### config.mk
export PLATFORM = sky130hd
export DESIGN_NAME = wb_result_unit
export DESIGN_NICKNAME = d
export VERILOG_FILES = /design/src/rtl/wb_result_unit.sv
export SDC_FILE = /design/constraint.sdc
export NUM_CORES = 1
export LEC_CHECK = 0
export ABC_AREA = 1
export ABC_CLOCK_PERIOD_IN_PS = 1600
export CORE_MARGIN = 3
export CORE_UTILIZATION = 43
export DETAILED_ROUTE_END_ITERATION = 6
export PLACE_DENSITY = 0.82
export SETUP_SLACK_MARGIN = 0.5
export SLEW_MARGIN = 20
export SYNTH_ARGS = -nofsm -noshare
export SYNTH_HDL_FRONTEND = slang
export SYNTH_SLANG_ARGS = --single-unit
### constraint.sdc
create_clock -name clk -period 1.6 [get_ports clk]
set_input_delay 0.32 -clock clk [delete_from_list [all_inputs] [get_ports clk]]
set_output_delay 0.32 -clock clk [all_outputs]
set_load 0.005 [all_outputs]
### src/rtl/wb_result_unit.sv
// Write-back stage: turns ALU results, link addresses and data-memory loads
// into register-file writes, and keeps the carry/zero/sign flags.
module wb_result_unit #(
  parameter int          MEM_TIMEOUT = 15,
  parameter logic [4:0]  LINK_REG    = 5'd31
) (
  input  logic        clk,
  input  logic        rst_n,
  input  logic        in_valid,
  output logic        in_ready,
  input  logic [2:0]  opcode,
  input  logic [3:0]  fcode,
  input  logic [4:0]  rd,
  input  logic [31:0] alu_result,
  input  logic        alu_carry,
  input  logic [31:0] pc_plus1,
  input  logic [31:0] mem_rdata,
  input  logic        mem_ack,
  output logic        rf_we,
  output logic [4:0]  rf_waddr,
  output logic [31:0] rf_wdata,
  output logic        flag_carry,
  output logic        flag_zero,
  output logic        flag_sign,
  output logic        mem_err
);

  typedef enum logic {S_IDLE, S_WAIT_MEM} state_t;

  localparam logic [7:0] TMO_LAST = 8'(MEM_TIMEOUT - 1);

  state_t      r_state;
  logic [7:0]  r_cnt;
  logic [4:0]  r_ld_rd;
  logic        r_rf_we;
  logic [4:0]  r_rf_waddr;
  logic [31:0] r_rf_wdata;
  logic        r_carry;
  logic        r_zero;
  logic        r_sign;
  logic        r_mem_err;
  logic        w_accept;

  // Held low during reset so a producer never sees a ready it cannot use.
  assign in_ready = rst_n & (r_state == S_IDLE);
  assign w_accept = in_valid & in_ready;

  assign rf_we      = r_rf_we;
  assign rf_waddr   = r_rf_waddr;
  assign rf_wdata   = r_rf_wdata;
  assign flag_carry = r_carry;
  assign flag_zero  = r_zero;
  assign flag_sign  = r_sign;
  assign mem_err    = r_mem_err;

  always_ff @(posedge clk or negedge rst_n) begin
    if (!rst_n) begin
      r_state    <= S_IDLE;
      r_cnt      <= 8'd0;
      r_ld_rd    <= 5'd0;
      r_rf_we    <= 1'b0;
      r_rf_waddr <= 5'd0;
      r_rf_wdata <= 32'd0;
      r_carry    <= 1'b0;
      r_zero     <= 1'b0;
      r_sign     <= 1'b0;
      r_mem_err  <= 1'b0;
    end else begin
      r_rf_we <= 1'b0;
      case (r_state)
        S_IDLE: begin
          if (w_accept) begin
            case (opcode)
              3'd0, 3'd1: begin
                r_rf_we    <= (rd != 5'd0);
                r_rf_waddr <= rd;
                r_rf_wdata <= alu_result;
                r_carry    <= alu_carry;
                r_zero     <= (alu_result == 32'd0);
                r_sign     <= alu_result[31];
              end
              3'd2: begin
                if (fcode == 4'd0) begin
                  r_ld_rd <= rd;
                  r_cnt   <= 8'd0;
                  r_state <= S_WAIT_MEM;
                end
              end
              3'd3: begin
                if (fcode == 4'd1) begin
                  r_rf_we    <= (LINK_REG != 5'd0);
                  r_rf_waddr <= LINK_REG;
                  r_rf_wdata <= pc_plus1;
                end
              end
              default: ;
            endcase
          end
        end
        S_WAIT_MEM: begin
          // An ack in the final allowed cycle still completes the load.
          if (mem_ack) begin
            r_rf_we    <= (r_ld_rd != 5'd0);
            r_rf_waddr <= r_ld_rd;
            r_rf_wdata <= mem_rdata;
            r_state    <= S_IDLE;
          end else begin
            r_cnt <= r_cnt + 8'd1;
            if (r_cnt == TMO_LAST) begin
              r_mem_err <= 1'b1;
              r_state   <= S_IDLE;
            end
          end
        end
        default: r_state <= S_IDLE;
      endcase
    end
  end

endmodule

**After elaboration in Yosys (flattened, before gate mapping)**

Index checks and enable logic that the tools add are counted.

- Register bits: 56
- Word-level logic and storage cells: 64

- Add/sub/neg operators: 1
- Equal/unequal tests: 12
- Multiplexer cells: 26
- Bitwise gates (word level): 4
- Reduce and logical (&&, ||, !) cells: 11

Operator list:

| operator | count |
|---|---|
| $pmux 32 s2 | 2 |
| $mux 32 | 3 |
| $logic_not 32->1 | 1 |
| $mux 8 | 4 |
| $pmux 5 s2 | 2 |
| $pmux 8 s2 | 1 |
| $mux 5 | 3 |
| $reduce_and 4->1 | 3 |
| $reduce_bool 5->1 | 2 |
| $add 8x1->8 const B | 1 |
| $eq 8x4->1 const B | 1 |
| $mux 1 | 8 |
| $eq 3x2->1 const B | 2 |
| $ne 2x2->1 const B | 3 |
| $pmux 1 s2 | 3 |
| $reduce_and 3->1 | 2 |
| $eq 4x1->1 const B | 1 |
| $logic_not 4->1 | 1 |
| $ne 2x1->1 const B | 2 |
| $eq 3x1->1 const B | 1 |
| $logic_not 3->1 | 1 |
| $ne 3x1->1 const B | 1 |
| $ne 3x3->1 const B | 1 |
| $and 1x1->1 | 2 |
| 2 further kinds | 3 |

**Longest topological paths before layout**

Gate-level depths: netlist (run 1).

- Depth after elaboration: 5
- Gate-level depth with buffers: 8
- Mapped depth without buffers: 8

**Worst setup path after synthesis (run 1)**

Ideal clock, no wire load.

- Path type: register to register
- From: register r_state
- To: register r_rf_wdata[10], in the netlist rf_wdata[10]
- Setup time: 0.117 ns
- Arrival time: 1.207 ns
- Setup slack: 0.276 ns
- Cell stages (with the launch flop): 9
- Cells stage by stage: dfrtp_1 -> buf_2 -> nor2_2 -> nand2_1 -> nand2_1 -> nand2_2 -> buf_2 -> nand2_1 -> nand2_1

- Cells in the longest elaborated chain, start to end: 5

Ends and longest elaborated chain:

| item | line | RTL |
|---|---|---|
| from (decl) | 32 | `state_t r_state;` |
| from (signal assigned) | 58 | `r_state <= S_IDLE;` |
| from (signal assigned) | 86 | `r_state <= S_WAIT_MEM;` |
| from (signal assigned) | 106 | `r_state <= S_IDLE;` |
| $not 1->1 (no source line) | -- |  |
| $and 1x1->1 | 45 | `assign in_ready = rst_n & (r_state == S_IDLE);` |
| net in_ready | 10 | `output logic in_ready,` |
| $and 1x1->1 | 46 | `assign w_accept = in_valid & in_ready;` |
| $ne 2x2->1 (no source line) | -- |  |
| $reduce_and 4->1 (no source line) | -- |  |
| to (signal assigned) | 77 | `r_rf_wdata <= alu_result;` |
| to (signal assigned) | 93 | `r_rf_wdata <= pc_plus1;` |
| to (signal assigned) | 105 | `r_rf_wdata <= mem_rdata;` |
| to (decl) | 37 | `logic [31:0] r_rf_wdata;` |

The timed path passes the listed nets, and every way through them passes these cells.
A chain may end at the register's enable or synchronous reset.

**Worst setup path in the final report (run 1)**

- From: register r_state
- To: register r_rf_wdata[21], in the netlist rf_wdata[21]

- Cells in the longest elaborated chain, start to end: 5

Ends and longest elaborated chain:

| item | line |
|---|---|
| $not 1->1 (no source line) | -- |
| $and 1x1->1 | 45 |
| $and 1x1->1 | 46 |
| $ne 2x2->1 (no source line) | -- |
| $reduce_and 4->1 (no source line) | -- |

Parallel ways exist; a longest one is shown, timed or not.

==> flow_summary.json, run 1 <==
{
  "area_growth_pct": 67.9,
  "cts_tree": "done",
  "htree_num_levels": 2,
  "finClkSkew_ns": 0.00755,
  "finalPower_mw": 3.94,
  "dieArea_um2": 9410,
  "finalSetupViolations": 0,
  "met2_usage": 0.446,
  "finalSetupTns_ns": 0,
  "antenna_found_initial": 0,
  "endpoint_kind": "flop",
  "clk_latency_ns": 0.30,
  "ios": 156,
  "slew_headroom": 0.528,
  "clkPwrFrac": 0.182,
  "ctsRootBufferMaster": "clkbuf_8",
  "p_per_area_nw_per_um2": 659,
  "synthCells": 559,
  "status": "finished clean",
  "period_share": 0.913,
  "viasPerCell": 5.05,
  "clockBufferDepth": 2,
  "pre_cts_slack_ns": -0.296,
  "drc": 0,
  "ctsHoldBuffers": 0,
  "ir_drop_uv": 419,
  "drtAntennaViolNets": 0,
  "place_inst": 812,
  "start_kind": "flop",
  "period_minus_slack_ns": 1.46,
  "cap_violations": 0,
  "required_ns": 1.80,
  "wl_um": 13500,
  "rows": 32,
  "fmax_mhz": 685,
  "gr-total-overflow": 0,
  "reg2reg_depth": 8,
  "syn_avg_cell_area_um2": 6.37,
  "track_usage": 0.261,
  "combPwrFrac": 0.371,
  "grt_pass1_wl_um": 20300,
  "hpwlAfterDp_um": 8590,
  "use_met3": 0.0447,
  "worst-setup-path-type": "reg2reg",
  "ys_warn_count": 0,
  "grt_max_degree": 57,
  "hold_viol": 0,
  "synthDistinctLibCells": 26,
  "n_antenna_cell": 0,
  "layout.nets": 885,
  "syn-cell-area_um2": 3560,
  "globalRouteMet1Util": 0.338,
  "grt_busiest_layer": "met2",
  "path_clk_slew_ns": 0.09,
  "io_buffers": 155,
  "initial_core_util": 0.452,
  "cts_buffers": 5,
  "arrival_ns": 1.66,
  "yosysSeqAreaShare": 0.393,
  "setup_ws_ns": 0.140,
  "hp-class": "in2async",
  "finalWeightedCongestion": 0.979,
  "p_switching_mw": 1.19,
  "fillers": 579,
  "drt_first_pass_iters": 5,
  "grt_pass1_vias": 4241,
  "p_leak_nw": 3.34,
  "drive_above_1_share": 0.238,
  "synth_nets": 674,
  "swShare": 0.302,
  "dr.first_iter.drc_count": 300,
  "pwr-share-seq": 0.447,
  "rsz0062_at_grt": "yes",
  "cp_max_fo": 10,
  "die_h_um": 97.0,
  "final_max_slew_viol_count": 0,
  "final_util": 0.758,
  "ys_ff_latch": 56,
  "tightest_slew_ns": 0.708,
  "wire_per_inst_um": 15.5,
  "numClockSinks": 56,
  "instances_no_fill": 871,
  "coreArea_um2": 7890,
  "dr_total_vias": 4395,
  "p_int_mw": 2.75,
  "die_w_um": 97.0
}
synth_stat cells:
master / number / share of area
nand2_2: 1 / 0.0018
o21bai_1: 1 / 0.0021
nor2_1: 34 / 0.036
nand3_2: 1 / 0.0028
buf_1: 2 / 0.0021
nand4_1: 4 / 0.0070
nor2_2: 1 / 0.0018
clkbuf_1: 9 / 0.0095
inv_1: 86 / 0.091
nand2_1: 238 / 0.25
a21oi_1: 1 / 0.0014
o21ai_0: 13 / 0.018
o21bai_4: 1 / 0.0053
buf_2: 7 / 0.0098
buf_6: 4 / 0.013
ha_1: 2 / 0.0070
dfrtp_1: 56 / 0.39
nand3b_1: 1 / 0.0021
nor3_1: 4 / 0.0056
inv_2: 1 / 0.0011
nand3_1: 80 / 0.11
a22oi_1: 5 / 0.011
buf_4: 4 / 0.0084
nor2_4: 1 / 0.0032
xor2_1: 1 / 0.0025
a21o_1: 1 / 0.0021
power groups by stage:
| stage | registers (mW) | logic (mW) | clock network [mW] |
|---|---|---|---|
| final | 1.76 | 1.46 | 0.719 |
| after CTS | 1.74 | 1.28 | 0.725 |
| after floorplan | 1.79 | 0.411 | 0 |
| after global routing | 1.78 | 1.59 | 0.796 |
| after global placement | 1.78 | 1.27 | 0 |
| after detailed placement | 1.79 | 1.29 | 0 |
per-layer routing:
metal / up-vias / wire length, um
met3: 30 / 925
li1: 2123 / -
met1: 2032 / 5570
met2: 210 / 6640
met5: - / 0
met4: 0 / 361
worst paths after layout:
| check | startpoint | endpoint | slack [ns] |
|---|---|---|---|
| min reg2reg | rf_wdata[26]$_DFFE_PN0P_ | rf_wdata[26]$_DFFE_PN0P_ | 0.48 |
| min in group clk | rf_wdata[26]$_DFFE_PN0P_ | rf_wdata[26]$_DFFE_PN0P_ | 0.48 |
| min | rst_n | rf_wdata[0]$_DFFE_PN0P_ | 0.17 |
| max in group asynchronous | rst_n | r_state$_DFF_PN0_ | 0.91 |
| max reg2reg | r_state$_DFF_PN0_ | rf_wdata[21]$_DFFE_PN0P_ | 0.14 |
| max | r_state$_DFF_PN0_ | rf_wdata[21]$_DFFE_PN0P_ | 0.14 |
placed cells by master, fill, tap and decap left out, types with 8 or more instances in the layout:
master           netlist  final
clkdlybuf4s50_1        0    105
buf_2                  7     44
nor2_1                34     28
dfrtp_1               56     55
nand3_1               80     75
buf_4                  4     49
buf_6                  4     11
nand2_1              238    208
nand2_4                0      8
inv_1                 86     83
nand2_2                1     23
worst max-delay path, stage by stage (launching register included):
cell and delay (ns):
dfrtp_2 0.43, buf_6 0.14, inv_8 0.05, nand2_2 0.06, o21bai_4 0.20, buf_4 0.17, clkbuf_16 0.16, nand3_1 0.09
nand2_1 0.06
sequential cells by signal, indices dropped and copies added (netlist names):
register and cells:
flag_zero 1, rf_wdata 32, rf_we 1, r_state 1
mem_err 1, rf_waddr 5, r_cnt 8, flag_carry 1
flag_sign 1, r_ld_rd 5
area by class of cell:
cell class,instances,area (um2),share of cell area
flip-flops and latches,56,1400,0.235
inverters,87,342,0.0571
clock buffers,6,72.6,0.0121
repair buffers,230,2140,0.358
well taps,102,128,0.0213
multi-input cells,390,1890,0.316
kinds of logic (layout without fill, tap and decap cells):
group / count (synthesis) / in the layout / share of synthesized area
and+or+nand+nor: 365 / 365 / 0.423
buffers and inverters: 113 / 323 / 0.134
DFF: 56 / 56 / 0.393
AOI/OAI and AO/OA: 22 / 22 / 0.0397
adders and majority gates: 2 / 2 / 0.00702
xor gates and xnor gates: 1 / 1 / 0.00246
metrics by stage:
step,hold slack (ns),area [um2]
floorplan,0.0244,3620
global placement,0.450,5320
detailed placement,0.461,5320
CTS,0.198,5610
global route,0.239,5980
finish,0.172,5980
timing repair:
item | in CTS | in global routing
buffers inserted | 30 | 17
gates cloned | 2 | 4
endpoints found under the setup margin | 99 | 99
pin swaps | 9 | 10
endpoints found under the hold margin | 0 | 0
gates resized for setup | 219 | 50
(Power assumes the default switching activity.)
==> run 2, diff against run 1 <==
--- a/config.mk
+++ b/config.mk
@@ -7,7 +7,7 @@
 export LEC_CHECK = 0
 export ABC_AREA = 1
 export ABC_CLOCK_PERIOD_IN_PS = 1600
-export CORE_MARGIN = 3
+export CORE_MARGIN = 5
 export CORE_UTILIZATION = 43
 export DETAILED_ROUTE_END_ITERATION = 6
 export PLACE_DENSITY = 0.82
==> run 2 against run 1 <==
Compared with the run above: combinational power grew 3%; highest routed layer unchanged; clock skew fell by 0.0057 ns; core utilization decreased by 1.1 points; count of clock-buffer cells in the layout shrank 1; largest power group unchanged; worst setup slack lost 0.0080 ns; global-route usage is 1.5 points lower.
==> flow_summary.json, run 2 (same netlist as run 1, synthesis figures left out) <==
{
  "drtAntennaViolNets": 0,
  "register_area_um2": 1400,
  "finalSetupTns_ns": 0,
  "viasPerCell": 5.04,
  "ios": 156,
  "hpwlAfterDp_um": 8980,
  "period_minus_slack_ns": 1.47,
  "cp_max_fo": 6,
  "wire_per_inst_um": 15.6,
  "status": "finished clean",
  "slew_headroom": 0.524,
  "coreArea_um2": 8130,
  "setup_ws_ns": 0.132,
  "place_inst": 818,
  "drive_above_1_share": 0.238,
  "start_kind": "flop",
  "path_clk_slew_ns": 0.10,
  "reg2reg_depth": 9,
  "clockBufferDepth": 2,
  "reg2reg_from": "r_state$_DFF_PN0_",
  "final_max_slew_viol_count": 0,
  "p_per_area_nw_per_um2": 714,
  "n_antenna_cell": 0,
  "clk_latency_ns": 0.30,
  "initial_core_util": 0.438,
  "finalSetupViolations": 0,
  "layout_common_cells": "nand2_1 (209), clkdlybuf4s50_1 (108), inv_1 (83), nand3_1 (77), dfrtp_1 (55)",
  "die_w_um": 101,
  "dieArea_um2": 10200,
  "worst-setup-path-type": "reg2reg",
  "cpMaxStageDelayCell": "dfrtp_2",
  "tightest_slew_ns": 0.714,
  "die_h_um": 101,
  "cts_tree": "done",
  "cpMostUsedCell": "nand2_4",
  "r2r_end": "rf_wdata[18]$_DFFE_PN0P_",
  "htree_num_levels": 2,
  "pre_cts_slack_ns": -0.239,
  "finalWeightedCongestion": 0.884,
  "rsz0062_at_grt": "yes",
  "hold_viol": 0,
  "endpoint_kind": "flop",
  "finClkSkew_ns": 0.00184,
  "drc": 0,
  "io_buffers": 155,
  "required_ns": 1.79,
  "rows": 33,
  "ctsRootBufferMaster": "clkbuf_8",
  "antenna_found_initial": 0,
  "area_growth_pct": 70.5,
  "fmax_mhz": 681,
  "grt_pass1_vias": 4230,
  "track_usage": 0.246,
  "ir_drop_uv": 428,
  "gr-total-overflow": 0,
  "fillers": 600,
  "hp-class": "in2async",
  "multi_input_area_um2": 1890,
  "ctsHoldBuffers": 0,
  "final_common_cell": "nand2_1",
  "path_cells": "buf_6, nor2_4, nand2_4, nand2_4, nand2_4, buf_12, clkbuf_16, nand2_1, nand2_1",
  "p_leak_nw": 3.37,
  "wl_um": 13700,
  "ff2ff_setup_slack_ns": 0.13,
  "grt_pass1_wl_um": 20000,
  "cap_violations": 0,
  "drt_first_pass_iters": 5,
  "numClockSinks": 56,
  "largest_reg_flops": 32,
  "cp_slowest_stage_delay_ns": 0.43,
  "arrival_ns": 1.66,
  "dr_total_vias": 4417,
  "grt_max_degree": 57,
  "period_share": 0.918,
  "instances_no_fill": 877,
  "dr.first_iter.drc_count": 269,
  "layout.nets": 887,
  "cts_buffers": 5
}
==> run 2: cell count changes in the layout (fill, tap and decap cells not counted), moves of 3 or more <==
| cell | delta |
|---|---|
| buf_12 | +3 |
| buf_4 | +5 |
| buf_6 | -3 |
| buf_8 | -3 |
| clkdlybuf4s50_1 | +3 |
| dlymetal6s2s_1 | -3 |
| nor2_2 | +3 |
| o21ai_2 | -4 |
==> run 2: timing repair <==
item                                    in CTS  in global routing
endpoints found under the setup margin      99                 99
resized for setup                          210                 48
buffers inserted                            31                 15
gates cloned                                 4                  2
pin swaps                                    8                 12
==> run 2: power breakdown <==
group          switching, mW  total [mW]  internal, mW
clock                  0.451        1.07         0.617
sequential             0.125        1.76          1.63
combinational          0.650        1.51         0.861
total                   1.23        4.34          3.11
==> run 2: metrics by stage <==
| step | util | power, mW | instance area, um2 | hold WS [ns] |
|---|---|---|---|---|
| after detailed placement | 0.658 | 3.08 | 5360 | 0.444 |
| final | 0.747 | 4.34 | 6070 | 0.246 |
| after CTS | 0.708 | 4.14 | 5760 | 0.250 |
| after global placement | 0.658 | 3.05 | 5360 | 0.450 |
| after floorplan | - | 2.20 | 3620 | 0.0244 |
| after global routing | 0.747 | 4.56 | 6070 | 0.288 |
==> run 2: cell type report <==
| cell class | instances | area share |
|---|---|---|
| Inverter | 87 | 0.0558 |
| Timing Repair Buffer | 232 | 0.359 |
| Sequential cell | 56 | 0.231 |
| Clock inverter | 2 | 0.00989 |
| Clock buffer | 5 | 0.0113 |
| Tap cell | 105 | 0.0216 |
| Multi-Input combinational cell | 390 | 0.311 |
==> run 2: worst max path at each step <==
| stage | startpoint | to | cells after the start |
|---|---|---|---|
| 2_1_floorplan | opcode[0] | rf_wdata[10]$_DFFE_PN0P_ | 8 |
| 3_3_place_gp | opcode[1] | rf_wdata[26]$_DFFE_PN0P_ | 9 |
| 3_5_place_dp | opcode[1] | rf_wdata[18]$_DFFE_PN0P_ | 9 |
| 4_1_cts | r_state$_DFF_PN0_ | rf_waddr[3]$_DFFE_PN0P_ | 9 |
| 5_1_grt | r_state$_DFF_PN0_ | rf_wdata[30]$_DFFE_PN0P_ | 9 |
| 6_report | r_state$_DFF_PN0_ | rf_wdata[18]$_DFFE_PN0P_ | 9 |
==> run 2: layer usage <==
layer / wire length (um) / global-route usage / vias to the layer above / part of all wire
li1: - / - / 2131 / -
met5: 0 / 0 / - / 0
met2: 6980 / 0.432 / 175 / 0.51
met3: 885 / 0.0408 / 22 / 0.065
met1: 5570 / 0.311 / 2089 / 0.41
met4: 267 / 0.0665 / 0 / 0.019
==> run 2: worst max-delay path: cells and delay by family (launching register included) <==
| family | cells | cell delay (ns) |
|---|---|---|
| buf+inv | 3 | 0.41 |
| simple gates | 6 | 0.51 |
| flops | 1 | 0.43 |
==> run 3, diff against run 2 <==
--- a/config.mk
+++ b/config.mk
@@ -6,7 +6,7 @@
 export NUM_CORES = 1
 export LEC_CHECK = 0
 export ABC_AREA = 1
-export ABC_CLOCK_PERIOD_IN_PS = 1600
+export ABC_CLOCK_PERIOD_IN_PS = 1500
 export CORE_MARGIN = 5
 export CORE_UTILIZATION = 43
 export DETAILED_ROUTE_END_ITERATION = 6
==> constraint.sdc (replaced) <==
create_clock -name clk -period 1.5 [get_ports clk]
set_input_delay 0.3 -clock clk [delete_from_list [all_inputs] [get_ports clk]]
set_output_delay 0.3 -clock clk [all_outputs]
set_load 0.005 [all_outputs]
==> run 3 against run 2 <==
Compared with the run above: first-iteration DRC count grew 6.3%; critical path type unchanged; critical path depth shrank 1; worst hold slack lost 0.11 ns; wire length grew 2.3%; total power grew 1.2%; register-to-register slack lost 0.08 ns; flip-flop and latch count is the same; critical endpoint is now rf_waddr[4]$_DFFE_PN0P_; cell count grew 0.11%; largest power group unchanged; combinational power grew 5%.
==> flow_summary.json, run 3 (same netlist as run 1, synthesis figures left out) <==
{
  "status": "finished clean",
  "ff2ff_setup_slack_ns": 0.05,
  "rows": 33,
  "clockBufferDepth": 2,
  "largest_reg_flops": 32,
  "instances_no_fill": 878,
  "layout_common_cells": "nand2_1 (220), clkdlybuf4s50_1 (107), inv_1 (84), dfrtp_1 (54), buf_4 (48)",
  "ctsRootBufferMaster": "clkbuf_8",
  "fmax_mhz": 690,
  "io_buffers": 155,
  "numClockSinks": 56,
  "finalSetupTns_ns": 0,
  "arrival_ns": 1.65,
  "cp_max_fo": 4,
  "use_met3": 0.0422,
  "finalWeightedCongestion": 0.882,
  "p_leak_nw": 3.42,
  "worst-setup-path-type": "reg2reg",
  "pre_cts_slack_ns": -0.351,
  "area_growth_pct": 75.0,
  "drc": 0,
  "drt_first_pass_iters": 5,
  "finClkSkew_ns": 0.00691,
  "path_cells": "buf_6, inv_4, nand2_2, o21bai_4, buf_6, clkbuf_16, nand3_2, nand2_1",
  "ir_drop_uv": 479,
  "place_inst": 819,
  "setup_ws_ns": 0.0506,
  "path_clk_slew_ns": 0.10,
  "rsz0062_at_grt": "yes",
  "final_max_slew_viol_count": 0,
  "cts_tree": "done",
  "globalRouteMet1Util": 0.285,
  "tightest_slew_ns": 0.731,
  "cpMaxStageDelayCell": "dfrtp_2",
  "cap_violations": 0,
  "grt_pass1_vias": 4352,
  "start_kind": "flop",
  "die_h_um": 101,
  "slew_headroom": 0.513,
  "wire_per_inst_um": 16.0,
  "cp_num_buf_inv": 4,
  "track_usage": 0.244,
  "cts_buffers": 5,
  "finalSetupViolations": 0,
  "period_minus_slack_ns": 1.45,
  "crit_family": "buffers and inverters",
  "dr.first_iter.drc_count": 286,
  "fillers": 577,
  "cpMostUsedCell": "buf_6",
  "gr-total-overflow": 0,
  "htree_num_levels": 2,
  "viasPerCell": 5.05,
  "drtAntennaViolNets": 0,
  "cp_slowest_stage_delay_ns": 0.45,
  "coreArea_um2": 8130,
  "initial_core_util": 0.438,
  "dr_total_vias": 4437,
  "layout.nets": 888,
  "p_per_area_nw_per_um2": 704,
  "ctsHoldBuffers": 0,
  "ios": 156,
  "hp-class": "in2async",
  "dieArea_um2": 10200,
  "wl_um": 14000,
  "n_antenna_cell": 0,
  "hpwlAfterDp_um": 9010,
  "antenna_found_initial": 0,
  "grt_pass1_wl_um": 19800,
  "required_ns": 1.70,
  "period_share": 0.966,
  "endpoint_kind": "flop",
  "met2_usage": 0.451,
  "die_w_um": 101,
  "clk_latency_ns": 0.31,
  "final_common_cell": "nand2_1",
  "grt_busiest_layer": "met2",
  "hold_viol": 0,
  "grt_max_degree": 57,
  "drive_above_1_share": 0.266
}
[run 3: worst register-to-register path, stage by stage (launching register included)]
cell,delay [ns]
dfrtp_2,0.45
buf_6,0.15
inv_4,0.06
nand2_2,0.05
o21bai_4,0.19
buf_6,0.16
clkbuf_16,0.16
nand3_2,0.05
nand2_1,0.07
[run 3: layer usage]
metal	wire, um	vias up
li1	-	2128
met1	5400	2104
met2	7420	171
met3	794	34
met4	418	0
met5	0	-
[run 3: layout make-up]
| type | instances | area (um2) | area share |
|---|---|---|---|
| Clock buffer | 7 | 96.3 | 0.0155 |
| Inverter | 87 | 339 | 0.0544 |
| Multi-Input combinational cell | 390 | 2040 | 0.328 |
| Sequential cell | 56 | 1400 | 0.225 |
| Tap cell | 105 | 131 | 0.0211 |
| Timing Repair Buffer | 233 | 2220 | 0.356 |
[run 3: worst paths after layout]
| kind | from | depth (start not counted) | endpoint |
|---|---|---|---|
| worst max-delay path | r_state$_DFF_PN0_ | 8 | rf_waddr[4]$_DFFE_PN0P_ |
| worst max register to register | r_state$_DFF_PN0_ | 8 | rf_waddr[4]$_DFFE_PN0P_ |
| worst min register to register | mem_err$_DFFE_PN0P_ | 1 | mem_err$_DFFE_PN0P_ |
| worst min-delay path | rst_n | 2 | rf_waddr[1]$_DFFE_PN0P_ |
| min in group clk | mem_err$_DFFE_PN0P_ | 1 | mem_err$_DFFE_PN0P_ |
| max in group asynchronous | rst_n | 2 | r_state$_DFF_PN0_ |
[run 3: metrics by stage]
| step | cell area (um2) | util | hold WS (ns) | power, mW |
|---|---|---|---|---|
| after floorplan | 3790 | - | 0.00441 | 2.39 |
| after global placement | 5510 | 0.678 | 0.445 | 3.29 |
| after detailed placement | 5510 | 0.678 | 0.446 | 3.33 |
| after CTS | 5860 | 0.721 | 0.166 | 4.16 |
| after global routing | 6230 | 0.766 | 0.185 | 4.60 |
| final | 6230 | 0.766 | 0.132 | 4.39 |
[run 3: power by group]
group	internal, mW	total (mW)	switching (mW)
sequential	1.74	1.88	0.141
combinational	0.881	1.59	0.711
clock	0.413	0.913	0.500
total	3.04	4.39	1.35
[run 3: repair_timing]
action                                  in CTS  in global routing
gates cloned                                 4                  4
pin swaps                                   11                 16
endpoints found under the setup margin      99                 99
resized for setup                          210                 44
buffers inserted                            30                 14
